==> src/rtl/arm_pipe_pkg.sv <==
// Shared types for the ARM pipeline control-register bank.
package arm_pipe_pkg;

  localparam int unsigned REG_ADDR_W = 4;

  typedef logic [REG_ADDR_W-1:0] regAddr_t;

  typedef struct packed {
    logic RegWrite;
    logic MemtoReg;
    logic MemWrite;
    logic PCSrc;
    logic Branch;
    logic Valid;
  } ctrl_t;

  typedef struct packed {
    regAddr_t ra1;
    regAddr_t ra2;
    regAddr_t wa3;
    ctrl_t    ctrl;
  } deReg_t;

  // Only the fields still consumed downstream travel past Execute.
  typedef struct packed {
    regAddr_t wa3;
    logic     regWrite;
    logic     memtoReg;
    logic     memWrite;
    logic     pcSrc;
    logic     valid;
  } emReg_t;

  typedef struct packed {
    regAddr_t wa3;
    logic     regWrite;
    logic     memtoReg;
    logic     pcSrc;
    logic     valid;
  } mwReg_t;

endpackage

==> src/rtl/pipe_reg.sv <==
// Generic pipeline boundary register with synchronous reset and clear.
module pipe_reg #(
  parameter int unsigned Width = 8
) (
  input  logic             clk,
  input  logic             reset,
  input  logic             clear,
  input  logic [Width-1:0] d,
  output logic [Width-1:0] q
);

  always_ff @(posedge clk) begin
    if (reset || clear) begin
      q <= '0;
    end else begin
      q <= d;
    end
  end

endmodule

==> src/rtl/pipe_ctrl_regs.sv <==
// D/E, E/M and M/W control registers, Execute condition gating, hazard comparators
// and retired-instruction counter.
module pipe_ctrl_regs
  import arm_pipe_pkg::*;
#(
  parameter int unsigned CNT_W = 32
) (
  input  logic                  clk,
  input  logic                  reset,
  input  logic [REG_ADDR_W-1:0] RA1D,
  input  logic [REG_ADDR_W-1:0] RA2D,
  input  logic [REG_ADDR_W-1:0] WA3D,
  input  logic                  RegWriteD,
  input  logic                  MemtoRegD,
  input  logic                  MemWriteD,
  input  logic                  PCSrcD,
  input  logic                  BranchD,
  input  logic                  ValidD,
  input  logic                  FlushE,
  input  logic                  CondExE,
  output logic [REG_ADDR_W-1:0] RA1E,
  output logic [REG_ADDR_W-1:0] RA2E,
  output logic [REG_ADDR_W-1:0] WA3E,
  output logic [REG_ADDR_W-1:0] WA3M,
  output logic [REG_ADDR_W-1:0] WA3W,
  output logic                  RegWriteM,
  output logic                  RegWriteW,
  output logic                  MemtoRegE,
  output logic                  MemtoRegW,
  output logic                  MemWriteM,
  output logic                  PCSrcW,
  output logic                  BranchTakenE,
  output logic                  Match1E_M,
  output logic                  Match1E_W,
  output logic                  Match2E_M,
  output logic                  Match2E_W,
  output logic                  Match12D_E,
  output logic                  PCWrPendingF,
  output logic                  RetireW,
  output logic [CNT_W-1:0]      RetireCount
);

  deReg_t deD, deQ;
  emReg_t emD, emQ;
  mwReg_t mwD, mwQ;

  logic regWriteEg;
  logic memWriteEg;
  logic pcSrcEg;

  always_comb begin
    deD.ra1           = RA1D;
    deD.ra2           = RA2D;
    deD.wa3           = WA3D;
    deD.ctrl.RegWrite = RegWriteD;
    deD.ctrl.MemtoReg = MemtoRegD;
    deD.ctrl.MemWrite = MemWriteD;
    deD.ctrl.PCSrc    = PCSrcD;
    deD.ctrl.Branch   = BranchD;
    deD.ctrl.Valid    = ValidD;
  end

  pipe_reg #(
    .Width($bits(deReg_t))
  ) uDeReg (
    .clk  (clk),
    .reset(reset),
    .clear(FlushE),
    .d    (deD),
    .q    (deQ)
  );

  // A failed condition squashes side effects and validity but keeps WA3 moving.
  assign BranchTakenE = deQ.ctrl.Branch & CondExE;
  assign regWriteEg   = deQ.ctrl.RegWrite & CondExE;
  assign memWriteEg   = deQ.ctrl.MemWrite & CondExE;
  assign pcSrcEg      = (deQ.ctrl.PCSrc & CondExE) | BranchTakenE;

  always_comb begin
    emD.wa3      = deQ.wa3;
    emD.regWrite = regWriteEg;
    emD.memtoReg = deQ.ctrl.MemtoReg;
    emD.memWrite = memWriteEg;
    emD.pcSrc    = pcSrcEg;
    emD.valid    = deQ.ctrl.Valid & CondExE;
  end

  pipe_reg #(
    .Width($bits(emReg_t))
  ) uEmReg (
    .clk  (clk),
    .reset(reset),
    .clear(1'b0),
    .d    (emD),
    .q    (emQ)
  );

  always_comb begin
    mwD.wa3      = emQ.wa3;
    mwD.regWrite = emQ.regWrite;
    mwD.memtoReg = emQ.memtoReg;
    mwD.pcSrc    = emQ.pcSrc;
    mwD.valid    = emQ.valid;
  end

  pipe_reg #(
    .Width($bits(mwReg_t))
  ) uMwReg (
    .clk  (clk),
    .reset(reset),
    .clear(1'b0),
    .d    (mwD),
    .q    (mwQ)
  );

  assign RA1E      = deQ.ra1;
  assign RA2E      = deQ.ra2;
  assign WA3E      = deQ.wa3;
  assign MemtoRegE = deQ.ctrl.MemtoReg;
  assign WA3M      = emQ.wa3;
  assign RegWriteM = emQ.regWrite;
  assign MemWriteM = emQ.memWrite;
  assign WA3W      = mwQ.wa3;
  assign RegWriteW = mwQ.regWrite;
  assign MemtoRegW = mwQ.memtoReg;
  assign PCSrcW    = mwQ.pcSrc;
  assign RetireW   = mwQ.valid;

  // Unqualified matches; the hazard unit ANDs in RegWrite/MemtoReg.
  assign Match1E_M  = (deQ.ra1 == emQ.wa3);
  assign Match1E_W  = (deQ.ra1 == mwQ.wa3);
  assign Match2E_M  = (deQ.ra2 == emQ.wa3);
  assign Match2E_W  = (deQ.ra2 == mwQ.wa3);
  assign Match12D_E = (RA1D == deQ.wa3) | (RA2D == deQ.wa3);

  assign PCWrPendingF = PCSrcD | pcSrcEg | emQ.pcSrc;

  always_ff @(posedge clk) begin
    if (reset) begin
      RetireCount <= '0;
    end else if (mwQ.valid) begin
      RetireCount <= RetireCount + CNT_W'(1);
    end
  end

endmodule

==> config.mk <==
export PLATFORM = sky130hd
export DESIGN_NAME = pipe_ctrl_regs
export DESIGN_NICKNAME = d
export VERILOG_FILES = /design/src/rtl/arm_pipe_pkg.sv /design/src/rtl/pipe_reg.sv /design/src/rtl/pipe_ctrl_regs.sv
export SDC_FILE = /design/constraint.sdc
export NUM_CORES = 1
export LEC_CHECK = 0
export ABC_AREA = 1
export CORE_MARGIN = 2
export CORE_UTILIZATION = 43
export DETAILED_ROUTE_END_ITERATION = 8
export PLACE_DENSITY = 0.81
export SKIP_LAST_GASP = 1
export SYNTH_ARGS = -nofsm -noshare
export SYNTH_HDL_FRONTEND = slang
export SYNTH_SLANG_ARGS = --single-unit
==> constraint.sdc <==
create_clock -name clk -period 1.25 [get_ports clk]
set_input_delay 0.125 -clock clk [delete_from_list [all_inputs] [get_ports clk]]
set_output_delay 0.125 -clock clk [all_outputs]
set_load 0.005 [all_outputs]
==> impl_summary.md <==
Clock tree
Clock tree synthesis selected as its root buffer the cell sky130_fd_sc_hd__clkbuf_8. The number of clock sinks seen by CTS is 67. In this run the number of H-tree levels came out at 3.

The clock slew seen by the registers of the worst setup and hold paths is 0.08 ns. The number of buffers added by the clock tree synthesis step is 9. At the later pin of the worst-skew pair, clock insertion delay measures 0.34 ns.

The clock passes through at most 2 buffers. In this run, post-CTS hold repair placed 0 buffers. The TritonCTS clock tree is yes.

Worst hold path
The startpoint of the most critical hold path is BranchD. The path class of the tightest hold or removal check is primary input to flip-flop. The worst hold path passes through 3 cells. The path with the worst hold slack has its endpoint at uDeReg.q[1]$_SDFF_PP0_.

Outcome
The run finished, with violations left. The checks that failed: negative setup slack.

Critical path
STA puts the critical path data arrival time at 1.36 ns. The worst setup path is captured at an output pin. The reg-to-reg critical path endpoint is RetireCount[26]$_SDFFE_PP0P_.

For flop-to-flop paths, the worst setup slack is -0.17 ns. The largest fanout on the critical path is 3. The category of the most critical setup path is flip-flop to output pin.

The category of the worst setup path launch point is a flip-flop. The startpoint of the worst setup timing path is uEmReg.q[7]$_SDFF_PP0_. The number of cells on the worst reg-to-reg path is 7.

In this run the critical register-to-register path is launched from RetireCount[0]$_SDFFE_PP0P_. The worst endpoint required time is 1.12 ns.

Detailed routing
The average vias per placed instance is 4.865. The number of iterations in the first detailed-routing pass is 6. For this block, the initial DRC count from the detailed router was 166. The average routed wire per standard cell is 14.38 µm. The total detailed-routing wirelength is 10370 µm. In the routed design, unresolved DRC markers number 0. The routed via count is 3508. The number of nets with antenna violations after routing is 0.

STA
Hold is met by 0.2935 ns. Setup repair after global routing could not meet its margin everywhere. In this run the tightest slew margin relative to its limit is 75.84%. The number of failing hold endpoints at the final stage is 0.

The final setup violation count is 29. The post-layout minimum cycle time is 1.480 ns. The smallest setup slack after layout is -0.2304 ns. The count of pins over their slew limit is 0. Setup total negative slack on the finished layout was measured at -2.853 ns. For the final database, setup skew stands at 0.009234 ns. The final clock period utilization by the worst path is 118.4%. The worst-margin pin slew is 0.3623 ns. The top achievable clock speed is 675.5 MHz.

Yosys
After synthesis, the largest area contributor takes up 42.19% of total cell area. The number of different library cells used by synthesis comes to 27. The cell count after synthesis came out at 440. By area the synthesized netlist is led by sky130_fd_sc_hd__dfxtp_1, sky130_fd_sc_hd__nand2_1, sky130_fd_sc_hd__nor2_1. Sequential cells were found to cover 42.19% of the synthesized design area.

The mapped netlist covers 3179 µm². By instance count, the leading cell after synthesis is sky130_fd_sc_hd__nand2_1. The number of flops mapped to enable cells by yosys is 0.

After synthesis the netlist holds a flip-flop and latch count of 67. In the synthesized netlist, the cells that appear most often are sky130_fd_sc_hd__nand2_1, sky130_fd_sc_hd__nor2_1, sky130_fd_sc_hd__inv_1. The async set or reset register ratio after synthesis is 0%. Averaged over all synthesized cells, the footprint is 7.226 µm². The number of synthesis warnings is 0. The post-synth net total is 463. sky130_fd_sc_hd__dfxtp_1 takes more of the synthesized area than any other cell. The most instantiated flip-flop cell in the synthesis netlist is sky130_fd_sc_hd__dfxtp_1.

Place
The count of port buffers added during placement is 87. Prior to clock tree synthesis, the placed netlist has a worst setup slack of -0.4487 ns. Summing all placed instances gives a cell area of 4487 µm². The weighted congestion reported at the end of routability-driven placement is 0.9125.

In this run, placement finished with an instance count of 660. The HPWL reported at the end of detailed placement is 6083 µm.

Die
For this configuration, the core starts out at a cell density of 44.07%. The die height is 89.99 µm. After floorplanning, the core was divided into 31 placement rows. The I/O pin count is 88. The die covers 8097 µm². After floorplanning, the core was sized to cover 7214 µm². The floorplan step set the die width to 89.99 µm.

Global route
For this run the aggregate overflow at the end of global routing stands at 0. The pin count of the biggest net entering global routing is 19. The number of antenna violations at the first check in global routing is 0. The number of global-route vias before repair is 3408. The wire length of the first global-routing pass is 15390 µm.

The overall fraction of global-route tracks in use is 23.38%.

Flow run
Across the run, the number of max-cap violations was 0.

Cells and area
The number of antenna diodes in the final layout is 0. The total non-filler cell area in the finished layout is 5400 µm². The share of post-route cells with drive strength above 1 is 42.77%. Leaving out filler cells and counting taps, the final layout contains 721. The area added between synthesis and finish is 69.85%. The post-layout net count is 640.

Power
Across the VDD grid, the largest voltage drop is 0.5311 mV. The power density over the cells is 867.0 nW/µm². The leakage power total is 2.827 nW.
==> cells by family (layout without fill, tap and decap cells) <==
| family | Yosys count | after routing | synth area share (%) |
|---|---|---|---|
| buffers and inverters | 93 | 274 | 13.03 |
| adders and majority gates | 1 | 1 | 0.3935 |
| xor gates and xnor gates | 16 | 16 | 4.408 |
| AOI/OAI and AO/OA | 42 | 42 | 7.556 |
| DFF | 67 | 67 | 42.19 |
| and+or+nand+nor | 221 | 222 | 32.43 |
==> worst max-delay path by stage <==
stage                                   end  cells past startpoint
4_1_cts                          Match12D_E                      5
3_3_place_gp                     Match12D_E                      6
5_1_grt                           Match2E_M                      4
2_1_floorplan  RetireCount[18]$_SDFFE_PP0P_                      8
3_5_place_dp                     Match12D_E                      6
6_report                          Match2E_M                      4
==> layer usage <==
layer	share of wire [%]	global-route usage [%]	vias up
met5	0	0	-
met4	3.2	13.21	0
met3	5.0	3.940	38
met2	54	42.99	137
met1	38	25.33	1639
li1	-	-	1694
==> stage by stage <==
| step | total power (W) | utilization, % |
|---|---|---|
| 6_report | 0.004682 | 74.85 |
| 5_1_grt | 0.004833 | 74.85 |
| 4_1_cts | 0.004692 | 71.23 |
| 3_5_place_dp | 0.002635 | 62.19 |
| 3_3_place_gp | 0.002622 | 62.19 |
| 2_1_floorplan | 0.002409 | - |
==> critical path, stage by stage (launching register included) <==
cell and delay, ns:
sky130_fd_sc_hd__dfxtp_2 0.36, sky130_fd_sc_hd__xnor2_1 0.22, sky130_fd_sc_hd__nand2_1 0.13, sky130_fd_sc_hd__a221oi_2 0.17, sky130_fd_sc_hd__buf_2 0.14
==> cells in the final DEF (no fill, tap or decap), drive strengths merged, types with 16 or more instances in the layout <==
cell type / synthesis / layout
nand3: 16 / 16
inv: 70 / 73
a21oi: 22 / 22
nand2: 97 / 97
nor2: 89 / 90
dlygate4sd2: 0 / 57
buf: 20 / 106
dfxtp: 67 / 67
clkdlybuf4s50: 0 / 21
==> power by group <==
group          leakage [nW]  total (W)  internal (W)  switching [W]
Clock                 0.114    0.00210       0.00120       0.000903
Combinational          2.14   0.000401      0.000225       0.000177
Sequential            0.574    0.00218       0.00214      0.0000366
Total                  2.83    0.00468       0.00357        0.00112
==> flip-flops by register name, indices dropped and copies added (netlist names) <==
signal,cells
RetireCount,32
uDeReg.q,18
uEmReg.q,9
uMwReg.q,8
==> timing repair <==
item                                    4_1_cts  5_1_grt
endpoints found under the setup margin       86       36
gates resized for setup                     181       64
gates cloned                                  1        0
pin swaps                                    34       32
endpoints found under the hold margin         0        0
setup buffers                                36        8
==> layout make-up <==
| cell class | instances | area (µm²) |
|---|---|---|
| tap | 99 | 123.9 |
| fill | 527 | 1814 |
| sequential | 67 | 1449 |
| clock inverter | 6 | 93.84 |
| multi-input combinational | 281 | 1779 |
| timing repair buffer | 188 | 1554 |
| inverter | 70 | 262.8 |
| clock buffer | 10 | 137.6 |
Power figures use the tool's default switching activity.
